==> src/rtl/comparator_bist_if.sv <==
// Bundles the BIST control/status and the comparator-under-test drive/response wires.
// Latency: none; wires only.
// Backpressure: none; start is a level sampled by the BIST only when it is idle or done.
interface comparator_bist_if;
    // control / status
    logic       start;
    logic       busy;
    logic       done;
    logic       pass;
    logic [4:0] err_cnt;
    logic       fail_valid;
    logic [6:0] first_fail;

    // drive into the comparator under test
    logic       A1;
    logic       A0;
    logic       B1;
    logic       B0;

    // responses from the comparator under test
    logic       A_gt_B;
    logic       A_eq_B;
    logic       A_lt_B;

    // BIST engine side
    modport slave (
        input  start,
        input  A_gt_B,
        input  A_eq_B,
        input  A_lt_B,
        output A1,
        output A0,
        output B1,
        output B0,
        output busy,
        output done,
        output pass,
        output err_cnt,
        output fail_valid,
        output first_fail
    );

    // environment side: issues start, hosts the comparator, reads status
    modport master (
        output start,
        output A_gt_B,
        output A_eq_B,
        output A_lt_B,
        input  A1,
        input  A0,
        input  B1,
        input  B0,
        input  busy,
        input  done,
        input  pass,
        input  err_cnt,
        input  fail_valid,
        input  first_fail
    );
endinterface

==> src/rtl/comparator_bist.sv <==
// Exhaustive 2-bit comparator self-test: drives all 16 {A,B} vectors, checks gt/eq/lt.
// Latency: done rises 16*(SETTLE_CYCLES+2) edges after the edge that samples start.
// Backpressure: start is ignored while busy; results hold in DONE until the next start.
module comparator_bist #(
    parameter int unsigned SETTLE_CYCLES = 1
) (
    input  logic                clk,
    input  logic                rst_n,
    comparator_bist_if.slave    bus
);

    typedef enum logic [2:0] {
        S_IDLE   = 3'd0,
        S_DRIVE  = 3'd1,
        S_SETTLE = 3'd2,
        S_CHECK  = 3'd3,
        S_DONE   = 3'd4
    } state_t;

    // Settle count is loaded as a 4-bit value; legal range is 1..15.
    localparam logic [3:0] SETTLE_LOAD = 4'(SETTLE_CYCLES);
    localparam logic [4:0] ERR_MAX     = 5'd16;

    state_t     state_q,      state_d;
    logic [3:0] vec_q,        vec_d;       // next vector to drive
    logic [3:0] drv_q,        drv_d;       // {A1,A0,B1,B0} currently applied
    logic [3:0] cnt_q,        cnt_d;       // settle countdown
    logic [4:0] err_cnt_q,    err_cnt_d;
    logic       fail_valid_q, fail_valid_d;
    logic [6:0] first_fail_q, first_fail_d;

    logic [1:0] exp_a;
    logic [1:0] exp_b;
    logic [2:0] exp_rsp;
    logic [2:0] rsp;
    logic       mismatch;

    // Expected response for the vector on the pins; any deviation (including
    // non-one-hot patterns) is a fail because the whole triple is compared.
    always_comb begin
        exp_a    = drv_q[3:2];
        exp_b    = drv_q[1:0];
        exp_rsp  = {(exp_a > exp_b), (exp_a == exp_b), (exp_a < exp_b)};
        rsp      = {bus.A_gt_B, bus.A_eq_B, bus.A_lt_B};
        mismatch = (rsp != exp_rsp);
    end

    // Sweep sequencing and result accumulation.
    always_comb begin
        state_d      = state_q;
        vec_d        = vec_q;
        drv_d        = drv_q;
        cnt_d        = cnt_q;
        err_cnt_d    = err_cnt_q;
        fail_valid_d = fail_valid_q;
        first_fail_d = first_fail_q;

        case (state_q)
            S_IDLE, S_DONE: begin
                // Pins keep their last value here; a new sweep clears results only.
                if (bus.start) begin
                    state_d      = S_DRIVE;
                    vec_d        = 4'd0;
                    err_cnt_d    = 5'd0;
                    fail_valid_d = 1'b0;
                    first_fail_d = 7'd0;
                end
            end

            S_DRIVE: begin
                drv_d   = vec_q;
                cnt_d   = SETTLE_LOAD;
                state_d = S_SETTLE;
            end

            S_SETTLE: begin
                cnt_d = cnt_q - 4'd1;
                // Leave on the edge where the count reaches zero; <=1 also
                // guards against a zero load so the FSM cannot stall.
                if (cnt_q <= 4'd1) begin
                    state_d = S_CHECK;
                end
            end

            S_CHECK: begin
                if (mismatch) begin
                    if (err_cnt_q < ERR_MAX) begin
                        err_cnt_d = err_cnt_q + 5'd1;
                    end
                    if (!fail_valid_q) begin
                        fail_valid_d = 1'b1;
                        first_fail_d = {drv_q, rsp};
                    end
                end
                if (vec_q == 4'd15) begin
                    state_d = S_DONE;
                end else begin
                    vec_d   = vec_q + 4'd1;
                    state_d = S_DRIVE;
                end
            end

            default: begin
                state_d = S_IDLE;
            end
        endcase
    end

    // State registers; reset aborts any sweep and clears all results.
    always_ff @(posedge clk or negedge rst_n) begin
        if (!rst_n) begin
            state_q      <= S_IDLE;
            vec_q        <= 4'd0;
            drv_q        <= 4'd0;
            cnt_q        <= 4'd0;
            err_cnt_q    <= 5'd0;
            fail_valid_q <= 1'b0;
            first_fail_q <= 7'd0;
        end else begin
            state_q      <= state_d;
            vec_q        <= vec_d;
            drv_q        <= drv_d;
            cnt_q        <= cnt_d;
            err_cnt_q    <= err_cnt_d;
            fail_valid_q <= fail_valid_d;
            first_fail_q <= first_fail_d;
        end
    end

    assign bus.A1         = drv_q[3];
    assign bus.A0         = drv_q[2];
    assign bus.B1         = drv_q[1];
    assign bus.B0         = drv_q[0];
    assign bus.busy       = (state_q == S_DRIVE) || (state_q == S_SETTLE) || (state_q == S_CHECK);
    assign bus.done       = (state_q == S_DONE);
    assign bus.pass       = (state_q == S_DONE) && (err_cnt_q == 5'd0);
    assign bus.err_cnt    = err_cnt_q;
    assign bus.fail_valid = fail_valid_q;
    assign bus.first_fail = first_fail_q;

endmodule

==> src/flat_wrapper.sv <==
// flat-port wrapper written by rule: the top's interface ports become plain ports
module comparator_bist_flat 
#(
    parameter int unsigned SETTLE_CYCLES = 1
)
  (clk, rst_n, bus_start, bus_A_gt_B, bus_A_eq_B, bus_A_lt_B, bus_A1, bus_A0, bus_B1, bus_B0, bus_busy, bus_done, bus_pass, bus_err_cnt, bus_fail_valid, bus_first_fail);
  comparator_bist_if bus_i ();
  input  logic clk;
  input  logic rst_n;
  input wire logic [$bits(bus_i.start)-1:0] bus_start;
  input wire logic [$bits(bus_i.A_gt_B)-1:0] bus_A_gt_B;
  input wire logic [$bits(bus_i.A_eq_B)-1:0] bus_A_eq_B;
  input wire logic [$bits(bus_i.A_lt_B)-1:0] bus_A_lt_B;
  output wire logic [$bits(bus_i.A1)-1:0] bus_A1;
  output wire logic [$bits(bus_i.A0)-1:0] bus_A0;
  output wire logic [$bits(bus_i.B1)-1:0] bus_B1;
  output wire logic [$bits(bus_i.B0)-1:0] bus_B0;
  output wire logic [$bits(bus_i.busy)-1:0] bus_busy;
  output wire logic [$bits(bus_i.done)-1:0] bus_done;
  output wire logic [$bits(bus_i.pass)-1:0] bus_pass;
  output wire logic [$bits(bus_i.err_cnt)-1:0] bus_err_cnt;
  output wire logic [$bits(bus_i.fail_valid)-1:0] bus_fail_valid;
  output wire logic [$bits(bus_i.first_fail)-1:0] bus_first_fail;
  assign bus_i.start = bus_start;
  assign bus_i.A_gt_B = bus_A_gt_B;
  assign bus_i.A_eq_B = bus_A_eq_B;
  assign bus_i.A_lt_B = bus_A_lt_B;
  assign bus_A1 = bus_i.A1;
  assign bus_A0 = bus_i.A0;
  assign bus_B1 = bus_i.B1;
  assign bus_B0 = bus_i.B0;
  assign bus_busy = bus_i.busy;
  assign bus_done = bus_i.done;
  assign bus_pass = bus_i.pass;
  assign bus_err_cnt = bus_i.err_cnt;
  assign bus_fail_valid = bus_i.fail_valid;
  assign bus_first_fail = bus_i.first_fail;
  comparator_bist #(.SETTLE_CYCLES(SETTLE_CYCLES)) u_core (.clk(clk), .rst_n(rst_n), .bus(bus_i));
endmodule
==> config.mk <==
export PLATFORM = sky130hd
export DESIGN_NAME = comparator_bist_flat
export DESIGN_NICKNAME = d
export VERILOG_FILES = /design/src/rtl/comparator_bist_if.sv /design/src/rtl/comparator_bist.sv /design/src/flat_wrapper.sv
export SDC_FILE = /design/constraint.sdc
export NUM_CORES = 1
export LEC_CHECK = 0
export ABC_CLOCK_PERIOD_IN_PS = 2110
export CAP_MARGIN = 0
export CORE_AREA = 2 2 58 60
export DETAILED_ROUTE_END_ITERATION = 8
export DIE_AREA = 0 0 60 62
export GPL_TIMING_DRIVEN = 0
export PLACE_DENSITY_LB_ADDON = 0.25
export SLEW_MARGIN = 20
export SYNTH_ARGS = -nofsm -noshare
export SYNTH_HDL_FRONTEND = slang
export SYNTH_SLANG_ARGS = --single-unit
==> constraint.sdc <==
create_clock -name clk -period 2.11 [get_ports clk]
set_input_delay 0.633 -clock clk [delete_from_list [all_inputs] [get_ports clk]]
set_output_delay 0.633 -clock clk [all_outputs]
set_load 0.02 [all_outputs]
# Word level (Yosys, flattened, before mapping)
# Index checks and enable logic that the tools add are counted.
dict set report op_classes {
  add_sub_neg 3
  n_lt_le_gt_ge 4
  n_eq_ne 13
  muxes 19
  reduce_logical 13
}
# cell n
set op_table {}
lappend op_table {{7-bit 2-to-1 mux} 3}
lappend op_table {{4-bit one-hot mux with 2 select lines} 2}
lappend op_table {{5-bit 2-to-1 mux} 3}
lappend op_table {{7-bit one-hot mux with 2 select lines} 1}
lappend op_table {{3-bit one-hot mux with 4 select lines} 1}
lappend op_table {{5-bit one-hot mux with 2 select lines} 1}
lappend op_table {{3-bit 2-to-1 mux} 3}
lappend op_table {{4-bit 2-to-1 mux} 2}
lappend op_table {{4-bit AND reduction} 2}
lappend op_table {{3-bit by 2-bit == test with 1-bit output (second input constant)} 2}
lappend op_table {{2-bit by 1-bit != test with 1-bit output (second input constant)} 3}
lappend op_table {{2-bit != test (second input constant)} 3}
lappend op_table {{3-bit AND reduction} 2}
lappend op_table {{5-bit by 1-bit adder with 5-bit output (second input constant)} 1}
lappend op_table {{5-bit zero test} 1}
lappend op_table {{5-bit less-than comparator (second input constant)} 1}
lappend op_table {{4-bit by 1-bit adder with 4-bit output (second input constant)} 1}
lappend op_table {{4-bit == test (second input constant)} 1}
lappend op_table {{4-bit by 1-bit <= comparator with 1-bit output (second input constant)} 1}
lappend op_table {{2-bit nonzero test} 2}
lappend op_table {{4-bit by 1-bit subtractor with 4-bit output (second input constant)} 1}
lappend op_table {{3-bit by 1-bit == test with 1-bit output (second input constant)} 1}
lappend op_table {{3-bit == test (second input constant)} 1}
lappend op_table {{3-bit zero test} 1}
lappend op_table {{other kinds (10)} 12}
dict set report word_totals {
  register_bits 28
  inputBits 6
  output_inout_bits 20
  wordCells 59
}

# Longest topological paths before layout
dict set report depth {
  ltp_word 4
  depth_mapped 7
  depth_no_buf 7
}

# Least setup slack after synthesis
# Ideal clock, no wire load.
dict set report synth_path {
  path_kind {flip-flop to flip-flop}
  from {register u_core.drv_q[1]}
  to {register u_core.err_cnt_q[1], in the netlist u_core.bus.err_cnt[1]}
  setup_ns 0.125
  arrival_ns 1.973
  t_required_ns 1.985
  setup_slack_ns 0.012
  path_stages_with_launch 8
  n_path_buf 0
  period_less_slack_ns 2.098
  cell_sequence {dfrtp_1 > inv_1 > ha_1 > nor2b_1 > o211ai_4 > nand2b_4 > or3_4 > mux2_4}
}
dict set report synth_via {
  elab_chain_len 4
  elab_cells_between_ends 6
  cone_classes {order compare (2); eq/ne (3); reduce/logical (1)}
}
# element line
set synth_lines {}
lappend synth_lines {{from (decl)} comparator_bist.sv:26} ;# logic [3:0] drv_q, drv_d;
lappend synth_lines {{from (signal assigned)} comparator_bist.sv:122} ;# drv_q <= drv_d;
lappend synth_lines {{2-bit less-than comparator (tied with other cells)} comparator_bist.sv:43} ;# exp_rsp = {(exp_a > exp_b), (exp_a == exp_b), (exp_a < exp_b)};
lappend synth_lines {{3-bit != test *} comparator_bist.sv:45} ;# mismatch = (rsp != exp_rsp);
lappend synth_lines {{2-bit by 1-bit != test with 1-bit output (no line) *} n/a}
lappend synth_lines {{4-bit AND reduction (no line) *} n/a}
lappend synth_lines {{to (signal assigned)} comparator_bist.sv:124} ;# err_cnt_q <= err_cnt_d;
lappend synth_lines {{to (decl)} comparator_bist.sv:28} ;# logic [4:0] err_cnt_q, err_cnt_d;
# Every way passes the cells marked *; elsewhere a longest branch is shown, timed or not.
# A chain may end at the register's enable or synchronous reset.

# Final worst setup path
# Ends and elaborated chain as after synthesis.

==> run summary <==
First-pass GRT wire length = 5.08 mm
EDFF count, synth = 0
Max stage delay on crit path = 0.41 ns
Critical Path Sink Type = register
Clk buf depth = 2
Inserted Clock Buffers = 3
Sequential-to-total area share from yosys stat = 0.458
Fin nets = 199
Area leader, netlist = dfrtp_1
Die X-Extent = 60 microns
Ys async rst share = 1.00
Design Power = 0.00282 W
Vias in the first global route = 1172
Maxcap violations = 0
CTS Sinks = 28
Fin crit period = 2.06 ns
Synth Warn # = 0
Wire length per cell = 13.5 microns
Max-slew violation count = 0
VDD IR max = 0.727 mV
Overflow after GRT = 0
Commonest cells after routing, fill and taps aside = dfrtp_1 (27), nand2_1 (20), clkdlybuf4s50_1 (18)
Worst Max-Slew Pin Slew = 0.818 ns
Area grow syn2layout = 26.1%
# rows = 21
CTS tree = done
PortBufs = 25
Most common cell after layout, fill and taps aside = dfrtp_1
Distinct cells, synth = 37
Top-area cell type share of the netlist area = 0.458
PwrDens = 1460 mW/mm^2
IO Pins = 26
Period utilization = 0.974
Slowest CP cell = dfrtp_1
HPWL Detailed = 2.23 mm
WP buf/inv = 1
Clock root buffer master = clkbuf_4
Syn Inst Count = 154
Initial Utilization = 0.481
RSZ-0062 raised after global routing = yes
Initial antenna violation count = 0
Xor and xnor area share after synthesis = 0.0229
Worst relative slew slack = 0.453
Vias per cell = 5.35
Final worst slack = 0.0540 ns
Post-Syn Area = 0.00153 sq mm
GPL Wtd Cong = 0.770
Pre-CTS setup slack = -0.348 ns
Clock latency on the worst-skew pair = 0.34 ns
Clk slew on worst S/H paths = 0.15 ns
GRT Util Overall = 0.182
CTS H-tree depth = 1
Die Y = 62 microns
# hold bufs at CTS = 0
Synth Area in Compound Gates = 0.145
Via count = 1236
Lkg Pwr = 0.891 nW
Final setup fails = 0
Synth area leaders = dfrtp_1 (46%), mux2i_1 (6.5%), ha_1 (5.7%)
Status = completed
Core area = 0.00318 sq mm
Yosys reg bits = 28
Antenna viol nets, final = 0
Drc violations = 0
Final Hold Fails = 0
CP required = 2.35 ns
1st-iter DRT viols = 33
Main combinational cell family by area after synthesis = simple AND/OR/NAND/NOR gates
CP delay by family, top = simple AND/OR/NAND/NOR gates
Drt total wl = 3.12 mm
Skew final = 0.00388 ns
Mapped Nets = 167
Largest net degree at the start of global routing = 29
Critical Path AT = 2.30 ns
Worst Hold Class = in -> async
Post-synthesis adder-cell area fraction = 0.0573
Die ar. = 0.00372 sq mm
CP cell instances = inv_1 > ha_4 > nor2b_1 > o211ai_4 > nand2b_4 > or3_4 > mux2_4
Main flop type after synthesis = dfrtp_1
CP max FO = 4
Achievable Freq = 486 MHz
Simple-gate share of the synthesized area = 0.192
Share of layout cells above drive strength 1 = 0.130
Ant diodes = 0
WS Path Type = reg -> reg
CP Launch Type = register
Post-synthesis mux area share = 0.0753
Initial DRT Pass Iterations = 4
Syn Area/Cell = 9.93 sq um
[metrics by stage]
| stage | area (sq um) | util | hold slack, ns | setup TNS (ns) | cells |
|---|---|---|---|---|---|
| 4_1_cts | 1880 | 0.590 | 0.306 | -0.0163 | 229 |
| 2_1_floorplan | 1530 | - | 0.337 | 0 | 154 |
| 6_report | 1930 | 0.606 | 0.292 | 0 | 231 |
| 3_3_place_gp | 1840 | 0.578 | 0.512 | -2.93 | 225 |
| 5_1_grt | 1930 | 0.606 | 0.325 | -0.0365 | 231 |
| 3_5_place_dp | 1830 | 0.576 | 0.521 | -2.42 | 225 |
[worst paths after layout]
| path | to | from | cells past startpoint | slack, ns |
|---|---|---|---|---|
| worst min register to register | u_core.bus.first_fail[1] | u_core.bus.first_fail[1] | 2 | 0.54 |
| min in group clk | u_core.bus.first_fail[1] | u_core.bus.first_fail[1] | 2 | 0.54 |
| max in group asynchronous | u_core.state_q[2] | rst_n | 1 | 1.36 |
| worst min-delay path | u_core.cnt_q[2] | rst_n | 1 | 0.29 |
| worst max-delay path | u_core.bus.err_cnt[1] | u_core.drv_q[1] | 7 | 0.05 |
| worst max register to register | u_core.bus.err_cnt[1] | u_core.drv_q[1] | 7 | 0.05 |
[report_power, final]
part / leakage [nW] / internal [W] / switching (W)
registers: 0.364 / 0.000746 / 0.000199
clock network: 0.0210 / 0.000106 / 0.000165
logic: 0.506 / 0.000755 / 0.000846
total: 0.891 / 0.00161 / 0.00121
[flip-flops by register name, summed over array words and instances, names as in the netlist]
| name | flops |
|---|---|
| u_core.bus.first_fail | 7 |
| u_core.bus.err_cnt | 5 |
| u_core.cnt_q | 4 |
| u_core.drv_q | 4 |
| u_core.vec_q | 4 |
| u_core.state_q | 3 |
| u_core.bus.fail_valid | 1 |
[synth_stat cells (all sizes together), types with 2 or more instances]
| master | n |
|---|---|
| xor2 | 2 |
| nor2b | 4 |
| inv | 15 |
| o22ai | 2 |
| dfrtp | 28 |
| xnor2 | 2 |
| clkbuf | 3 |
| nor2 | 6 |
| nor4 | 4 |
| o21ai | 11 |
| nand2 | 21 |
| nand3 | 3 |
| a21oi | 9 |
| nand4 | 2 |
| a31o | 2 |
| nor3 | 5 |
| nor4b | 2 |
| ha | 7 |
| mux2i | 10 |
[layer usage]
metal	GRT usage	share of wire	routed length, microns
met1	0.245	0.47	1470
met4	0.0794	0.015	48
met3	0.0228	0.035	110
met2	0.298	0.48	1500
met5	0	0	0
[worst reg2reg max path, stage by stage, from the launching register on]
cell and delay [ns]:
dfrtp_1 0.41, inv_1 0.14, ha_4 0.23, nor2b_1 0.16, o211ai_4 0.21, nand2b_4 0.10
or3_4 0.41, mux2_4 0.30
[timing repair]
| item | CTS | global route |
|---|---|---|
| pin swaps | 1 | 1 |
| resized for setup | 15 | 6 |
| setup endpoints to repair | 3 | 13 |
| buffers inserted | 1 | 2 |
| endpoints found under the hold margin | 0 | 0 |
[logic make-up after synthesis]
group                      after synthesis
and+or+nand+nor                         52
AOI/OAI and AO/OA                       33
DFF                                     28
buffers and inverters                   19
muxes                                   11
adders and majority gates                7
xor gates and xnor gates                 4
[layout make-up]
class	count	area, sq um
Tap cell	46	57.6
Clock buffer	4	36.3
Buffer	3	18.8
Fill cell	294	1250
Timing Repair Buffer	28	282
Sequential cell	28	702
Inverter	15	56.3
Multi-Input combinational cell	107	776
No activity file was read; power rests on OpenSTA's default activity.
